**src/rtl/apb_master_bridge.sv**
```systemverilog
//------------------------------------------------------------------------------
// apb_master_bridge : req/gnt/rvalid to APB3/APB4 initiator bridge with PREADY timeout
// Revision 1.0
//------------------------------------------------------------------------------
`timescale 1ns/1ps
`default_nettype none

module apb_master_bridge #(
  parameter int APB_ADDR_WIDTH = 32,
  parameter int APB_DATA_WIDTH = 32,
  parameter int TIMEOUT_CYCLES = 256
) (
  input  logic                        clk_i,
  input  logic                        rst_ni,
  input  logic                        req_i,
  output logic                        gnt_o,
  input  logic [APB_ADDR_WIDTH-1:0]   addr_i,
  input  logic                        we_i,
  input  logic [APB_DATA_WIDTH/8-1:0] be_i,
  input  logic [APB_DATA_WIDTH-1:0]   wdata_i,
  output logic                        rvalid_o,
  output logic [APB_DATA_WIDTH-1:0]   rdata_o,
  output logic                        err_o,
  output logic [APB_ADDR_WIDTH-1:0]   paddr_o,
  output logic [APB_DATA_WIDTH-1:0]   pwdata_o,
  output logic                        pwrite_o,
  output logic [APB_DATA_WIDTH/8-1:0] pstrb_o,
  output logic                        psel_o,
  output logic                        penable_o,
  input  logic                        pready_i,
  input  logic [APB_DATA_WIDTH-1:0]   prdata_i,
  input  logic                        pslverr_i
);

  localparam int CNT_W  = (TIMEOUT_CYCLES > 0) ? $clog2(TIMEOUT_CYCLES + 1) : 1;
  localparam int STRB_W = APB_DATA_WIDTH / 8;
  localparam logic [CNT_W-1:0] C_CNT_LAST = CNT_W'((TIMEOUT_CYCLES > 0) ? TIMEOUT_CYCLES - 1 : 0);

  typedef enum logic [1:0] {
    S_IDLE   = 2'd0,
    S_SETUP  = 2'd1,
    S_ACCESS = 2'd2
  } state_t;

  state_t                     r_state;
  logic [CNT_W-1:0]           r_cnt;
  logic                       r_rvalid;
  logic [APB_DATA_WIDTH-1:0]  r_rdata;
  logic                       r_err;
  logic [APB_ADDR_WIDTH-1:0]  r_paddr;
  logic [APB_DATA_WIDTH-1:0]  r_pwdata;
  logic                       r_pwrite;
  logic [STRB_W-1:0]          r_pstrb;
  logic                       r_psel;
  logic                       r_penable;
  logic                       w_gnt;
  logic                       w_timeout;

  // Gated by rst_ni so that every output reads 0 while reset is held.
  assign w_gnt     = req_i && rst_ni && (r_state == S_IDLE);
  // r_cnt holds the number of earlier low-PREADY ACCESS cycles, so the
  // current cycle is the limit-th one when it equals TIMEOUT_CYCLES-1.
  assign w_timeout = (TIMEOUT_CYCLES > 0) && (r_cnt == C_CNT_LAST);

  always_ff @(posedge clk_i or negedge rst_ni) begin
    if (!rst_ni) begin
      r_state   <= S_IDLE;
      r_cnt     <= '0;
      r_rvalid  <= 1'b0;
      r_rdata   <= '0;
      r_err     <= 1'b0;
      r_paddr   <= '0;
      r_pwdata  <= '0;
      r_pwrite  <= 1'b0;
      r_pstrb   <= '0;
      r_psel    <= 1'b0;
      r_penable <= 1'b0;
    end else begin
      r_rvalid <= 1'b0;
      r_rdata  <= '0;
      r_err    <= 1'b0;
      case (r_state)
        S_IDLE: begin
          if (w_gnt) begin
            r_paddr  <= addr_i;
            r_pwdata <= wdata_i;
            r_pwrite <= we_i;
            r_pstrb  <= we_i ? be_i : '0;
            r_psel   <= 1'b1;
            r_cnt    <= '0;
            r_state  <= S_SETUP;
          end
        end
        S_SETUP: begin
          r_penable <= 1'b1;
          r_state   <= S_ACCESS;
        end
        S_ACCESS: begin
          if (pready_i) begin
            r_psel    <= 1'b0;
            r_penable <= 1'b0;
            r_rvalid  <= 1'b1;
            r_err     <= pslverr_i;
            r_rdata   <= (!r_pwrite && !pslverr_i) ? prdata_i : '0;
            r_state   <= S_IDLE;
          end else if (w_timeout) begin
            r_psel    <= 1'b0;
            r_penable <= 1'b0;
            r_rvalid  <= 1'b1;
            r_err     <= 1'b1;
            r_state   <= S_IDLE;
          end else begin
            r_cnt <= r_cnt + CNT_W'(1);
          end
        end
        default: r_state <= S_IDLE;
      endcase
    end
  end

  assign gnt_o     = w_gnt;
  assign rvalid_o  = r_rvalid;
  assign rdata_o   = r_rdata;
  assign err_o     = r_err;
  assign paddr_o   = r_paddr;
  assign pwdata_o  = r_pwdata;
  assign pwrite_o  = r_pwrite;
  assign pstrb_o   = r_pstrb;
  assign psel_o    = r_psel;
  assign penable_o = r_penable;

endmodule

`default_nettype wire
```
**config.mk**
```make
export PLATFORM = sky130hd
export DESIGN_NAME = apb_master_bridge
export DESIGN_NICKNAME = d
export VERILOG_FILES = /design/src/rtl/apb_master_bridge.sv
export SDC_FILE = /design/constraint.sdc
export NUM_CORES = 1
export LEC_CHECK = 0
export CORE_MARGIN = 5
export CORE_UTILIZATION = 38
export CTS_BUF_LIST = sky130_fd_sc_hd__clkbuf_8
export CTS_CLUSTER_DIAMETER = 80
export CTS_CLUSTER_SIZE = 25
export DETAILED_ROUTE_END_ITERATION = 10
export PLACE_DENSITY = 0.77
export SYNTH_ARGS = -nofsm -noshare
export SYNTH_HDL_FRONTEND = slang
export SYNTH_SLANG_ARGS = --single-unit
export TNS_END_PERCENT = 5
```
**constraint.sdc**
```tcl
create_clock -name clk_i -period 2.5 [get_ports clk_i]
set_clock_uncertainty 0.2 [all_clocks]
set_input_delay 0.375 -clock clk_i [delete_from_list [all_inputs] [get_ports clk_i]]
set_output_delay 0.375 -clock clk_i [all_outputs]
set_load 0.02 [all_outputs]
```
# [After elaboration in Yosys (flattened, before gate mapping)]
# Cells that the tools add are included.
[op_classes] n_div=0 addsub=1 n_lt_le_gt_ge=0 eq_ne=7 shifts=0 bitwise_logic=0 n_mux=22 n_mul=0 reduce_logical=13
[ops] op="2-to-1 mux 32 bit" n=3
[ops] op="2-to-1 mux 9 bit" n=3
[ops] op="case mux 9 bit (2 select lines)" n=1
[ops] op="adder 9 x 1 -> 9 bit (second input constant)" n=1
[ops] op="equality test 9 x 8 -> 1 bit (second input constant)" n=1
[ops] op="2-to-1 mux 1 bit" n=8
[ops] op="2-to-1 mux 2 bit" n=3
[ops] op="inequality test 2 bit (second input constant)" n=3
[ops] op="case mux 2 bit (3 select lines)" n=1
[ops] op="AND reduction 2 bit" n=3
[ops] op="2-to-1 mux 4 bit" n=1
[ops] op="case mux 1 bit (2 select lines)" n=2
[ops] op="AND reduction 4 bit" n=1
[ops] op="nonzero test 2 bit" n=2
[ops] op="logical AND 1 bit" n=3
[ops] op="inequality test 3 bit (second input constant)" n=1
[ops] op="AND reduction 3 bit" n=1
[ops] op="equality test 2 x 1 -> 1 bit (second input constant)" n=1
[ops] op="equality test 2 bit (second input constant)" n=1
[ops] op="zero test 1 bit" n=2
[ops] op="zero test 2 bit" n=1
[totals] ram_bits=0 in_bits=106 rom_bits=0 mem_count=0 wordCells=54 latch_bits=0 regBits=116 out_inout_bits=106

# [Logic depth before layout (Yosys ltp)]
[logic_depth] depth_word=5 depth_mapped=9

# [Worst setup path after synthesis]
# OpenSTA, ideal clock, no wires.
[synth_path] path_type="register -> register" start="register r_cnt[0]" end="register r_cnt[5]" arrival_time_ns=2.121 slack_ns=0.097 period_less_slack_ns=2.403 path_stages_with_launch=9 path_cell_list="dfrtp_1 -> ha_1 -> nand3_1 -> nor2_1 -> ha_1 -> or4b_1 -> buf_2 -> or4_1 -> a21oi_1"
[synth_via] elab_chain_cells=4
[synth_lines] item="from (decl)" line="46" text="logic [CNT_W-1:0] r_cnt;"
[synth_lines] item="from (signal assigned)" line="113" text="r_cnt <= r_cnt + CNT_W'(1);"
[synth_lines] item="adder 9 x 1 -> 9 bit" line="113"
[synth_lines] item="2-to-1 mux 9 bit" line="106" text="end else if (w_timeout) begin"
[synth_lines] item="2-to-1 mux 9 bit" line="99" text="if (pready_i) begin"
[synth_lines] item="case mux 9 bit (2 select lines)" line="82" text="case (r_state)"
# Several ways; a longest one is shown, not always the timed one. The select of a mux whose other input is x is not followed.
# A chain may end at the register's enable or synchronous reset.

# [Worst setup path in the final report]
[layout_path] start="register r_cnt[1]" end="register r_cnt[7]"
# The elaborated chain is that of the path after synthesis.

==> metrics.csv <==
metric,value,unit
insertedDiodeCount,0,
postSynth.asyncResetShare,1.00,
hp-class,reg2reg,
synth_area_leader_cell,dfrtp_1,
drive_above_1_share,0.0782,
arrival,2.54,ns
grt.overflow.total,0,
synth_top_area_share,0.676,
worst-endpoint-required,2.64,ns
worst_setup_path_start_kind,flop,
drcViolationCount,0,
powerDensity,789,mW/mm2
status,"complete, no violations",
drv_slew,0,
fp.dieW,116,um
dp_slack,-0.0833,ns
ys.flop_type,dfrtp_1,
dpl.hpwl,8700,um
dr.pass1.iters,4,
area_growth_syn_to_layout,63.6,%
synth_area,0.00430,mm2
grt_setup_unrepaired,false,
tightest_slew,0.740,ns
die_h,116,um
cts_setup_buffers,0,
p_leak,3.36,nW
ant_nets,0,
syn_nets,538,
cp_cell_sequence,"ha_2, nand3_1, nor2_1, ha_1, or4b_4, or4_1, a21oi_2",
gp_congestion,0.848,
synth_area_leaders,"dfrtp_1 (68%), nand2_1 (18%), and2_1 (4.7%)",
cp-end-kind,flop,
crit_path_max_incr_delay,0.54,ns
fin_nets,760,
synthTopCellsByCount,"nand2_1 (206), dfrtp_1 (116), and2_1 (32), clkbuf_1 (19), nand3_1 (10)",
vias_per_cell,4.55,
worstSkewPairLatency,0.41,ns
setup_viol,0,
rows,38,
finalHoldViolCount,0,
cts_buffers,17,
grt_pass1_wl,18800,um
clock.fmax,416,MHz
netlist_instances,430,
crit_fanout,8,
relSlewSlack,0.507,
hold-worst-slack,0.276,ns
h-tree-depth,4,
drv_cap,0,
routed-via-count,3665,
grt_max_degree,74,
period_share,0.962,
io_pins,212,
ir_drop,0.388,mV
antenna_found_initial,0,
synth_most_common_cell,nand2_1,
start_util,0.391,
wl_per_cell,14.6,um
criticalPathCategory,reg2reg,
ys_types,25,
synth_edf_count,0,
wirelength,11700,um
grtUsageTotal,0.178,
cts_sinks,116,
core_area,0.0110,mm2
setup_ws,0.0948,ns
cts_tree,built,
synth_warnings,0,
portBuffers,211,
drtIter0Drc,208,
synth-seq-cells,116,
cts.clk_slew.worst_paths,0.07,ns
dieArea,0.0135,mm2
ys_seq_area_frac,0.676,
clockBufferDepth,2,
first_global_vias,3764,
avgSynthCellArea,9.99,um2
clockRootBuffer,clkbuf_8,
cp_slowest_cell,or4b_4,
post-route-min-period,2.41,ns
-- path summary, 6_finish.rpt --
check                      cells past startpoint    endpoint  slack [ns]       start
min in group asynchronous                      3  paddr_o[9]        0.52      rst_ni
min reg2reg                                    2  pstrb_o[1]        0.28  pstrb_o[1]
max in group asynchronous                      4    r_cnt[1]        0.37      rst_ni
max reg2reg                                    7    r_cnt[7]        0.09    r_cnt[1]
max                                            7    r_cnt[7]        0.09    r_cnt[1]
min                                            2  pstrb_o[1]        0.28  pstrb_o[1]
-- power breakdown --
part / switching (mW) / internal [mW]
registers: 0.163 / 2.17
logic: 0.795 / 0.772
clock network: 0.793 / 0.849
total: 1.75 / 3.79
-- critical path: cells and delay by family, from the launching register on --
| family | cells | cell delay, ns |
|---|---|---|
| adders and majority gates | 2 | 0.40 |
| DFF | 1 | 0.40 |
| and+or+nand+nor | 4 | 1.18 |
| AOI/OAI and AO/OA | 1 | 0.16 |
-- cell type report --
cell class / count / area, um2
fillers: 911 / 3960
clock buffers: 19 / 262
inverters: 8 / 30.0
multi-input cells: 285 / 1320
well taps: 140 / 175
repair buffers: 224 / 2210
flip-flops and latches: 116 / 2900
clock inverters: 13 / 124
-- metrics by stage --
stage | total power, mW | instances | TNS (ns) | instance area [um2] | utilization
6_report | 5.54 | 805 | 0 | 7030 | 0.640
3_3_place_gp | 3.91 | 772 | 0 | 6610 | 0.602
4_1_cts | 5.62 | 805 | 0 | 7010 | 0.638
5_1_grt | 5.86 | 805 | 0 | 7030 | 0.640
2_1_floorplan | 3.02 | 430 | 0 | 4300 | -
3_5_place_dp | 3.96 | 772 | -0.154 | 6610 | 0.602
-- routing by layer --
metal / up-vias / share of wire / track usage
met5: - / 0 / 0
met4: 0 / 0.011 / 0.0518
met3: 14 / 0.10 / 0.0756
met2: 151 / 0.50 / 0.301
met1: 1718 / 0.38 / 0.208
li1: 1782 / - / -
-- flip-flops by register name, indices dropped and copies added (netlist names) --
register,count
psel_o,1
pstrb_o,4
pwdata_o,32
rdata_o,32
rvalid_o,1
r_state,2
pwrite_o,1
err_o,1
r_cnt,9
paddr_o,32
penable_o,1
-- cells in the final DEF (no fill, tap or decap), types with 2 or more instances in the layout --
cell type and n:
or4_1 4, o21ai_0 4, nand3_1 10, inv_1 7
a21oi_1 6, clkbuf_8 19, dfrtp_1 116, buf_4 13
or3_1 2, inv_6 4, nand2_1 206, nor2_1 2
clkinvlp_4 6, clkdlybuf4s50_1 209, a21o_1 2, and2_1 32
o31ai_1 4
-- timing repair --
action | in CTS | in global routing
resized for setup | 1 | 4
pin swaps | 0 | 1
setup endpoints to repair | 4 | 4
hold buffers | 1 | 0
hold endpoints to repair | 55 | 0
-- kinds of logic (layout without fill, tap and decap cells) --
| kind of cell | count (synthesis) | count (layout) | share of synthesized area |
|---|---|---|---|
| simple gates | 263 | 263 | 0.264 |
| buf+inv | 29 | 264 | 0.0256 |
| flops | 116 | 116 | 0.676 |
| compound gates | 20 | 20 | 0.0291 |
| fa+ha+maj | 2 | 2 | 0.00582 |
No activity file was read; power rests on OpenSTA's default activity.
